[config.mk]
export PLATFORM = sky130hd
export DESIGN_NAME = msg_intf_router
export DESIGN_NICKNAME = d
export VERILOG_FILES = /design/src/rtl/msg_intf_pkg.sv /design/src/rtl/msg_flit_assembler.sv /design/src/rtl/msg_intf_router.sv
export SDC_FILE = /design/constraint.sdc
export NUM_CORES = 1
export LEC_CHECK = 0
export CORE_AREA = 5 5 341 343
export CTS_CLUSTER_DIAMETER = 50
export DETAILED_ROUTE_END_ITERATION = 7
export DIE_AREA = 0 0 346 348
export PLACE_DENSITY = 0.48
export SLEW_MARGIN = 20
export SYNTH_ARGS = -nofsm -noshare
export SYNTH_HDL_FRONTEND = slang
export SYNTH_HIERARCHICAL = 1
export SYNTH_SLANG_ARGS = --single-unit
[constraint.sdc]
create_clock -name clk -period 9.04 [get_ports clk]
set_input_delay 1.808 -clock clk [delete_from_list [all_inputs] [get_ports clk]]
set_output_delay 1.808 -clock clk [all_outputs]
set_load 0.01 [all_outputs]
[src/rtl/msg_intf_pkg.sv]
// Shared types and constants for the SAP message router.
// States, completion error codes and message-type encodings.
package msg_intf_pkg;

    localparam logic [7:0] SAP_MSG_TYPE_EXECUTE_REQUEST  = 8'h10;
    localparam logic [7:0] SAP_MSG_TYPE_EXECUTE_COMPLETE = 8'h11;
    localparam logic [6:0] NIF_ERRCODE_UNSUPPORTED_CMD   = 7'h01;
    localparam int         FLIT_BYTES                    = 16;

    typedef enum logic [5:0] {
        S_IDLE     = 6'b000001,
        S_LOAD     = 6'b000010,
        S_DRAIN    = 6'b000100,
        S_DISPATCH = 6'b001000,
        S_COMPLETE = 6'b010000,
        S_WAIT_CPL = 6'b100000
    } state_t;

    typedef enum logic [6:0] {
        ERR_NONE            = 7'd0,
        ERR_UNSUPPORTED_CMD = NIF_ERRCODE_UNSUPPORTED_CMD,
        ERR_BAD_LENGTH      = 7'd2,
        ERR_BAD_CHANNEL     = 7'd3,
        ERR_TIMEOUT         = 7'd4
    } err_t;

    function automatic logic [6:0] nflits_of(input logic [9:0] len);
        logic [10:0] n;
        n = (11'(len) + 11'(FLIT_BYTES - 1)) / 11'(FLIT_BYTES);
        return n[6:0];
    endfunction

endpackage

[src/rtl/msg_flit_assembler.sv]
// Flit buffer for the message router: counts every consumed flit and
// stores it into its slot while loading; clear zeroes buffer and count.
module msg_flit_assembler
    import msg_intf_pkg::*;
#(
    parameter int C_FLIT_WIDTH   = 128,
    parameter int C_MAX_FLITS    = 4,
    parameter int C_PACKET_WIDTH = C_MAX_FLITS * C_FLIT_WIDTH
) (
    input  logic                      clk,
    input  logic                      rst,
    input  logic                      clr,
    input  logic                      xfer,
    input  logic                      store,
    input  logic [6:0]                nflits,
    input  logic [C_FLIT_WIDTH-1:0]   data,
    output logic [C_PACKET_WIDTH-1:0] pkt,
    output logic [6:0]                cnt,
    output logic                      last
);

    assign last = xfer && (cnt == nflits - 7'd1);

    always_ff @(posedge clk) begin
        if (rst || clr) begin
            pkt <= '0;
            cnt <= '0;
        end else if (xfer) begin
            cnt <= cnt + 7'd1;
            if (store) begin
                for (int k = 0; k < C_MAX_FLITS; k++) begin
                    if (cnt == 7'(k))
                        pkt[k*C_FLIT_WIDTH +: C_FLIT_WIDTH] <= data;
                end
            end
        end
    end

endmodule

[src/rtl/msg_intf_router.sv]
// SAP execute-request router: assembles flits into a packet, routes it to
// one engine channel and always returns a completion. Watchdog: MSG_INTF_ROUTER_TIMEOUT_EN.
module msg_intf_router
    import msg_intf_pkg::*;
#(
    parameter int C_FLIT_WIDTH   = 128,
    parameter int C_MAX_FLITS    = 4,
    parameter int C_NUM_CHANNELS = 4,
    parameter int C_PACKET_WIDTH = C_MAX_FLITS * C_FLIT_WIDTH,
    parameter int C_TIMEOUT_CYC  = 1024,
    localparam int FCW = $clog2(C_MAX_FLITS + 1)
) (
    input  logic                      clk,
    input  logic                      rst,
    input  logic [7:0]                cmd_type,
    input  logic [9:0]                cmd_length,
    input  logic [15:0]               cmd_initiator,
    input  logic [9:0]                cmd_id,
    input  logic [C_FLIT_WIDTH-1:0]   cmd_data,
    input  logic                      cmd_data_valid,
    output logic                      cmd_advance,
    output logic [C_NUM_CHANNELS-1:0] out_valid,
    input  logic [C_NUM_CHANNELS-1:0] out_accept,
    output logic [C_PACKET_WIDTH-1:0] out_data,
    output logic [FCW-1:0]            out_flits,
    output logic [7:0]                cpl_type,
    output logic [9:0]                cpl_length,
    output logic [15:0]               cpl_target,
    output logic [9:0]                cpl_id,
    output logic [6:0]                cpl_error,
    output logic                      cpl_valid,
    output logic [127:0]              cpl_data,
    output logic                      cpl_data_valid,
    input  logic                      cpl_data_ready,
    input  logic                      cpl_complete
);

    state_t      state_q, state_d;
    err_t        err_q, err_d;
    logic [15:0] init_q;
    logic [9:0]  id_q;
    logic [6:0]  nflits_q, nflits_in, cnt;
    logic [7:0]  ch_q, ch_now;
    logic        xfer, last, clr, acc, timeout, hdr_on;

    assign nflits_in   = nflits_of(cmd_length);
    assign cmd_advance = cmd_data_valid
                       & ((state_q == S_LOAD) | (state_q == S_DRAIN));
    assign xfer        = cmd_advance;
    assign ch_now      = (cnt == 7'd0) ? cmd_data[7:0] : ch_q;
    assign acc         = |(out_valid & out_accept);
    assign clr         = (state_q == S_IDLE) | timeout;

    msg_flit_assembler #(
        .C_FLIT_WIDTH  (C_FLIT_WIDTH),
        .C_MAX_FLITS   (C_MAX_FLITS),
        .C_PACKET_WIDTH(C_PACKET_WIDTH)
    ) u_asm (
        .clk   (clk),
        .rst   (rst),
        .clr   (clr),
        .xfer  (xfer),
        .store (state_q == S_LOAD),
        .nflits(nflits_q),
        .data  (cmd_data),
        .pkt   (out_data),
        .cnt   (cnt),
        .last  (last)
    );

`ifdef MSG_INTF_ROUTER_TIMEOUT_EN
    localparam int WDW = $clog2(C_TIMEOUT_CYC + 1);
    logic [WDW-1:0] wd_q;
    logic           wd_active, progress;

    assign wd_active = (state_q == S_LOAD) | (state_q == S_DRAIN)
                     | (state_q == S_DISPATCH);
    assign progress  = xfer | acc;
    assign timeout   = wd_active & ~progress
                     & (wd_q == WDW'(C_TIMEOUT_CYC - 1));

    always_ff @(posedge clk) begin
        if (rst || !wd_active || progress || state_d != state_q)
            wd_q <= '0;
        else
            wd_q <= wd_q + 1'b1;
    end
`else
    assign timeout = 1'b0;
`endif

    always_comb begin
        state_d = state_q;
        err_d   = err_q;
        unique case (state_q)
            S_IDLE: begin
                if (cmd_data_valid) begin
                    if (cmd_type != SAP_MSG_TYPE_EXECUTE_REQUEST)
                        err_d = ERR_UNSUPPORTED_CMD;
                    else if (nflits_in == 7'd0
                             || nflits_in > 7'(C_MAX_FLITS))
                        err_d = ERR_BAD_LENGTH;
                    else
                        err_d = ERR_NONE;
                    // nothing to drain for a zero length: skip straight on
                    if (err_d == ERR_NONE)
                        state_d = S_LOAD;
                    else if (nflits_in == 7'd0)
                        state_d = S_COMPLETE;
                    else
                        state_d = S_DRAIN;
                end
            end
            S_LOAD: begin
                if (last) begin
                    if ({1'b0, ch_now} >= 9'(C_NUM_CHANNELS)) begin
                        err_d   = ERR_BAD_CHANNEL;
                        state_d = S_COMPLETE;
                    end else begin
                        state_d = S_DISPATCH;
                    end
                end
            end
            S_DRAIN:    if (last) state_d = S_COMPLETE;
            S_DISPATCH: if (acc) state_d = S_COMPLETE;
            S_COMPLETE: if (cpl_data_ready) state_d = S_WAIT_CPL;
            S_WAIT_CPL: if (cpl_complete) state_d = S_IDLE;
            default:    state_d = S_IDLE;
        endcase
        if (timeout) begin
            state_d = S_COMPLETE;
            err_d   = ERR_TIMEOUT;
        end
    end

    always_ff @(posedge clk) begin
        if (rst) begin
            state_q  <= S_IDLE;
            err_q    <= ERR_NONE;
            init_q   <= '0;
            id_q     <= '0;
            nflits_q <= '0;
            ch_q     <= '0;
        end else begin
            state_q <= state_d;
            err_q   <= err_d;
            if (state_q == S_IDLE && cmd_data_valid) begin
                init_q   <= cmd_initiator;
                id_q     <= cmd_id;
                nflits_q <= nflits_in;
            end
            if (state_q == S_IDLE)
                ch_q <= '0;
            else if (xfer && cnt == 7'd0)
                ch_q <= cmd_data[7:0];
        end
    end

    always_comb begin
        for (int i = 0; i < C_NUM_CHANNELS; i++)
            out_valid[i] = (state_q == S_DISPATCH) && (ch_q == 8'(i));
    end

    assign out_flits = (state_q == S_DISPATCH) ? FCW'(nflits_q) : '0;

    assign hdr_on         = (state_q == S_COMPLETE) | (state_q == S_WAIT_CPL);
    assign cpl_valid      = (state_q == S_COMPLETE);
    assign cpl_data_valid = (state_q == S_COMPLETE);
    assign cpl_type       = hdr_on ? SAP_MSG_TYPE_EXECUTE_COMPLETE : 8'h0;
    assign cpl_length     = hdr_on ? 10'd16 : 10'd0;
    assign cpl_target     = hdr_on ? init_q : 16'h0;
    assign cpl_id         = hdr_on ? id_q : 10'h0;
    assign cpl_error      = hdr_on ? err_q : 7'h0;
    assign cpl_data       = cpl_valid ? {112'h0, ch_q, 8'(nflits_q)} : 128'h0;

endmodule
======== After elaboration in Yosys (flattened, before gate mapping) ========
Cells that the tools add are included.
storage, ports and cells
  logic and storage cells ................. 89
  bits in registers ....................... 573
  output and inout bits ................... 701
  input bits .............................. 181
cells by class
  reductions and logical operators ........ 22
  $lt $le $gt $ge ......................... 2
  mux-type cells .......................... 26
  equal/unequal tests ..................... 21
  $add $sub $neg .......................... 3
  bitwise operators ....................... 4
operators by type and width
  operator                 count
  $mux W7                  6
  $mux W6                  6
  $pmux W6 S6              1
  $mux W16                 2
  $mux W5                  5
  $logic_not A7 Y1         3
  $eq A8 B2 Y1 const B     2
  $eq A7 B2 Y1 const B     2
  $pmux W7 S2              1
  $ne A2 B2 Y1 const B     6
  $reduce_and A3 Y1        4
  $add A10 B4 Y11 const B  1
  $mux W10                 1
  $eq A8 B1 Y1 const B     1
  $ge A8 B3 Y1 const B     1
  $logic_not A8 Y1         1
  $mux W8                  1
  $ne A8 B5 Y1 const B     1
  $add A7 B1 Y7 const B    1
  $eq A7 B1 Y1 const B     1
  $eq A7 B7 Y1             1
  $gt A7 B3 Y1 const B     1
  $logic_and A1 B1 Y1      7
  $sub A7 B1 Y7 const B    1
  other kinds (18)         21

======== Depth between registers and ports, before layout ========
  depth after elaboration ................. 11
  gate-level depth with buffers ........... 12
  gate-level depth less buffers ........... 10

======== Modules after synthesis ========
The synthesis kept the hierarchy.
by module, submodules not included
  module              seq. area each (um2)  cells an instance  area an instance (um2)  instances
  msg_flit_assembler  10390.0               2294               18119.9                 1
  msg_intf_router     980.9                 465                3588.4                  1

======== Worst setup path after synthesis ========
OpenSTA, ideal clock, no wires.
  kind .................................... input-to-reg
  from .................................... input cmd_data_valid
  to ...................................... register state_q[5]
  buffers on the path ..................... 1
  data required time ...................... 8.924 ns
  data arrival time ....................... 3.804 ns
  stages on the path ...................... 9
  setup slack ............................. 5.121 ns
  setup time .............................. 0.116 ns
  path through ............................ inv_1 nor2_1 buf_2 nand3_1 a2111oi_0 nor3_1 a2111o_1 or2_4 a31o_1
between the ends
  cells in the longest elaborated chain, start to end .. 4
  elaborated cells on any way between the ends .. 6
  those cells by class .................... eq/ne: 3; bitwise: 1; reduce/logical: 2
RTL lines
  what                                    line                      text
  start: declaration                      msg_intf_router.sv:20     input logic cmd_data_valid,
  $and A1 B1 Y1 (*)                       msg_intf_router.sv:48     & ((state_q == S_LOAD) | (state_q == S_DRAIN));
  via cmd_advance                         msg_intf_router.sv:21     output logic cmd_advance,
  $logic_and A1 B1 Y1 (*)                 msg_flit_assembler.sv:22  assign last = xfer && (cnt == nflits - 7'd1);
  via last                                msg_intf_router.sv:44     logic xfer, last, clr, acc, timeout, hdr_on;
  $ne A2 B2 Y1 (no source line)           --
  $reduce_and A6 Y1 (no source line) (*)  --
  end signal: assignment                  msg_intf_router.sv:145    state_q <= state_d;
  end: declaration                        msg_intf_router.sv:38     state_t state_q, state_d;
Mark *: on every way through the listed nets, which the timed path passes. The rest lies on a longest branch.
A chain may end at the register's enable or synchronous reset.

======== Final worst setup path ========
  from .................................... input cmd_data_valid
  to ...................................... output cmd_advance
between the ends
  cells in the longest elaborated chain, start to end .. 1
RTL lines
  what              line
  $and A1 B1 Y1     msg_intf_router.sv:48
  end: declaration  msg_intf_router.sv:21
Every way passes these cells.

==> metrics.md <==
| Metric | Value |
|---|---|
| Outcome | `finished clean` |
| Yosys top cell area share | `0.524` |
| Commonest cells post-synth | `1091 x nand2_1, 568 x dfxtp_1, 545 x a21oi_1` |
| Buffers on Ports | `748` |
| Post-synthesis sequential area ratio | `0.524` |
| H-tree Lvls | `3` |
| Fin Clk Skew | `20.8 ps` |
| Leak pwr | `10.5 nW` |
| GP Congestion | `0.804` |
| Total power per unit cell area | `200 nW/um^2` |
| Worst Hold Class | `reg -> reg` |
| CP endpoint kind | `output pin` |
| Synth area leaders | `dfxtp_1 52%, nand2_1 19%, a21oi_1 13%` |
| Buf/Inv on CP | `3` |
| Top Ports | `882` |
| CTS sink cnt | `568` |
| Row count | `124` |
| Initial antenna violation count | `8` |
| Top delay family on crit path | `buffers and inverters` |
| Fin. max-slew vios | `0` |
| Die ar. | `120000 um^2` |
| DR WL/cell | `18.9 um` |
| Clock-pin slew on the worst setup and hold paths | `50 ps` |
| Max-Cap Viols | `0` |
| Number of nets in the layout | `3607` |
| Tot Pwr | `6.58 mW` |
| DRC viols | `0` |
| Vias in the first global route | `18914` |
| Synth area leader | `dfxtp_1` |
| Setup Buffers After CTS | `0` |
| Clock Tree Buf Depth | `3` |
| First-pass GRT wire length | `135000 um` |
| Area Overhead vs Synth | `51.9%` |
| Mapped cell area | `21700 um^2` |
| Largest net degree at the start of global routing | `192` |
| Dominant synthesized flop cell | `dfxtp_1` |
| VDD IR-drop max | `0.123 mV` |
| CP required | `7230 ps` |
| Fin crit period | `5470 ps` |
| Most frequent CP cell | `clkdlybuf4s50_1` |
| Asr flop ratio synth | `0` |
| DR vias | `20334` |
| Total congestion overflow | `0` |
| Final hold violations | `0` |
| Most instantiated library cell after synthesis | `nand2_1` |
| Initial Util | `0.192` |
| CP Depth | `4` |
| Synth warnings | `6` |
| Worst slew pin tran | `1120 ps` |
| CTS Buf Count | `86` |
| Cells on worst reg2reg path | `9` |
| Die Ht | `348 um` |
| Critical path fanouts, max | `8` |
| Final setup TNS | `0 ps` |
| Startpoint Class | `primary input` |
| Root buffer cell | `clkbuf_16` |
| Starting DRT DRC Count | `1198` |
| First-pass DRT Iterations | `5` |
| Fmax | `183 MHz` |
| DP Wirelength | `65000 um` |
| Number of nets with antenna violations after routing | `0` |
| Hold Buf Count CTS | `0` |
| Slowest stage cell, crit path | `clkdlybuf4s50_1` |
| Final period utilization | `0.605` |
| Worst rel slew slack | `0.252` |
| Post-synth EDFFs | `0` |
| CTS tree | `done` |
| CP cell instances | `clkdlybuf4s50_1, inv_1, nor2_1, clkdlybuf4s50_1` |
| Setup CP Type | `in -> out` |
| Routed WL | `94800 um` |
| Netlist cell types | `54` |
| Cells after synthesis | `2759` |
| Crit path DAT | `3660 ps` |
| Gr usage total | `0.147` |
| Setup-failing EPs final | `0` |
| Die width | `346 um` |
| RSZ-0062 raised after global routing | `no` |
| Core area | `113000 um^2` |
| Syn_area_per_cell | `7.87 um^2` |
| Worst skew pair latency | `630 ps` |
| Max stage delay on crit path | `700 ps` |
| #FFs+latches synth | `568` |
| Hold Crit Depth | `2` |
| Final core utilization | `0.291` |
| DR vias/cell | `4.06` |
| Post_cts resized | `0` |
| Layout cell share with drive strength beyond 1 | `0.0576` |
path summary, 6_finish.rpt:
| check | slack, ps | from | to |
|---|---|---|---|
| setup / recovery | 3570 | cmd_data_valid | cmd_advance |
| hold / removal | 450 | init_q[5] | init_q[5] |
| setup reg to reg | 4440 | state_q[4] | u_asm/pkt[75] |
| hold reg to reg | 450 | init_q[5] | init_q[5] |
worst register-to-register path, stage by stage (launching register included):
cell     delay (ps)
dfxtp_1         410
or4_4           540
nor2_1          260
nor2_1           70
nor2_1          440
nor3b_2         810
nand3_4         890
buf_4           720
nand2_1         240
a21oi_1          70
cells in the final DEF (no fill, tap or decap), drive strengths merged, types with 7 or more instances in the layout:
cell type,synthesis,routed
o21ai,7,7
clkinvlp,0,9
nand3,9,9
inv,8,19
clkdlybuf4s50,0,748
nor2,38,38
dfxtp,568,568
a21oi,545,545
conb,1,133
clkbuf,123,111
and2,47,47
and3,7,7
clkinv,0,19
xnor2,7,7
mux2i,11,11
nand2,1091,1091
buf,205,22
nor3,10,10
bufinv,0,9
xor2,11,11
state kept, by name, indices dropped and copies added (netlist names):
name	flops
id_q	10
err_q	2
nflits_q	7
u_asm/cnt	7
init_q	16
ch_q	8
state_q	6
u_asm/pkt	512
where the power goes:
part           switching, mW  internal, mW  total, mW
clock network           1.29          2.21       3.50
registers             0.0267          2.53       2.56
logic                  0.378         0.146      0.525
total                   1.70          4.88       6.58
layout make-up:
| type | count | area [um^2] |
|---|---|---|
| diodes | 5 | 12.5 |
| clock buffers | 111 | 2470 |
| clock inverters | 48 | 577 |
| fillers | 12149 | 80300 |
| inverters | 8 | 30.0 |
| multi-input cells | 1987 | 8910 |
| flip-flops and latches | 568 | 11400 |
| well taps | 1512 | 1890 |
| repair buffers | 770 | 7700 |
logic make-up (layout without fill, tap and decap cells):
logic type,after synthesis,count (layout),share of synthesized area
mux,12,12,0.00611
xor+xnor,18,18,0.00726
other cells,1,138,0.000173
fa+ha+maj,5,5,0.00288
flops,568,568,0.524
simple gates,1243,1243,0.231
compound gates,576,576,0.137
buf+inv,336,937,0.0922
stage by stage:
step | instances | hold slack [ps] | cell area (um^2) | setup slack (ps)
3_3_place_gp | 4845 | 437 | 29900 | 3160
6_report | 5009 | 447 | 33000 | 3570
5_1_grt | 5005 | 461 | 33000 | 3480
3_5_place_dp | 4845 | 442 | 29900 | 3090
2_1_floorplan | 2891 | 432 | 22200 | 5120
4_1_cts | 5004 | 449 | 33000 | 3530
metal layers:
metal  routed length, um  global-route usage  up-vias
li1                    -                   -     9989
met1               38100               0.177     9541
met2               46600               0.253      664
met3                6990              0.0413      140
met4                3100              0.0521        0
met5                   0                   0        -
Power figures use the tool's default switching activity.
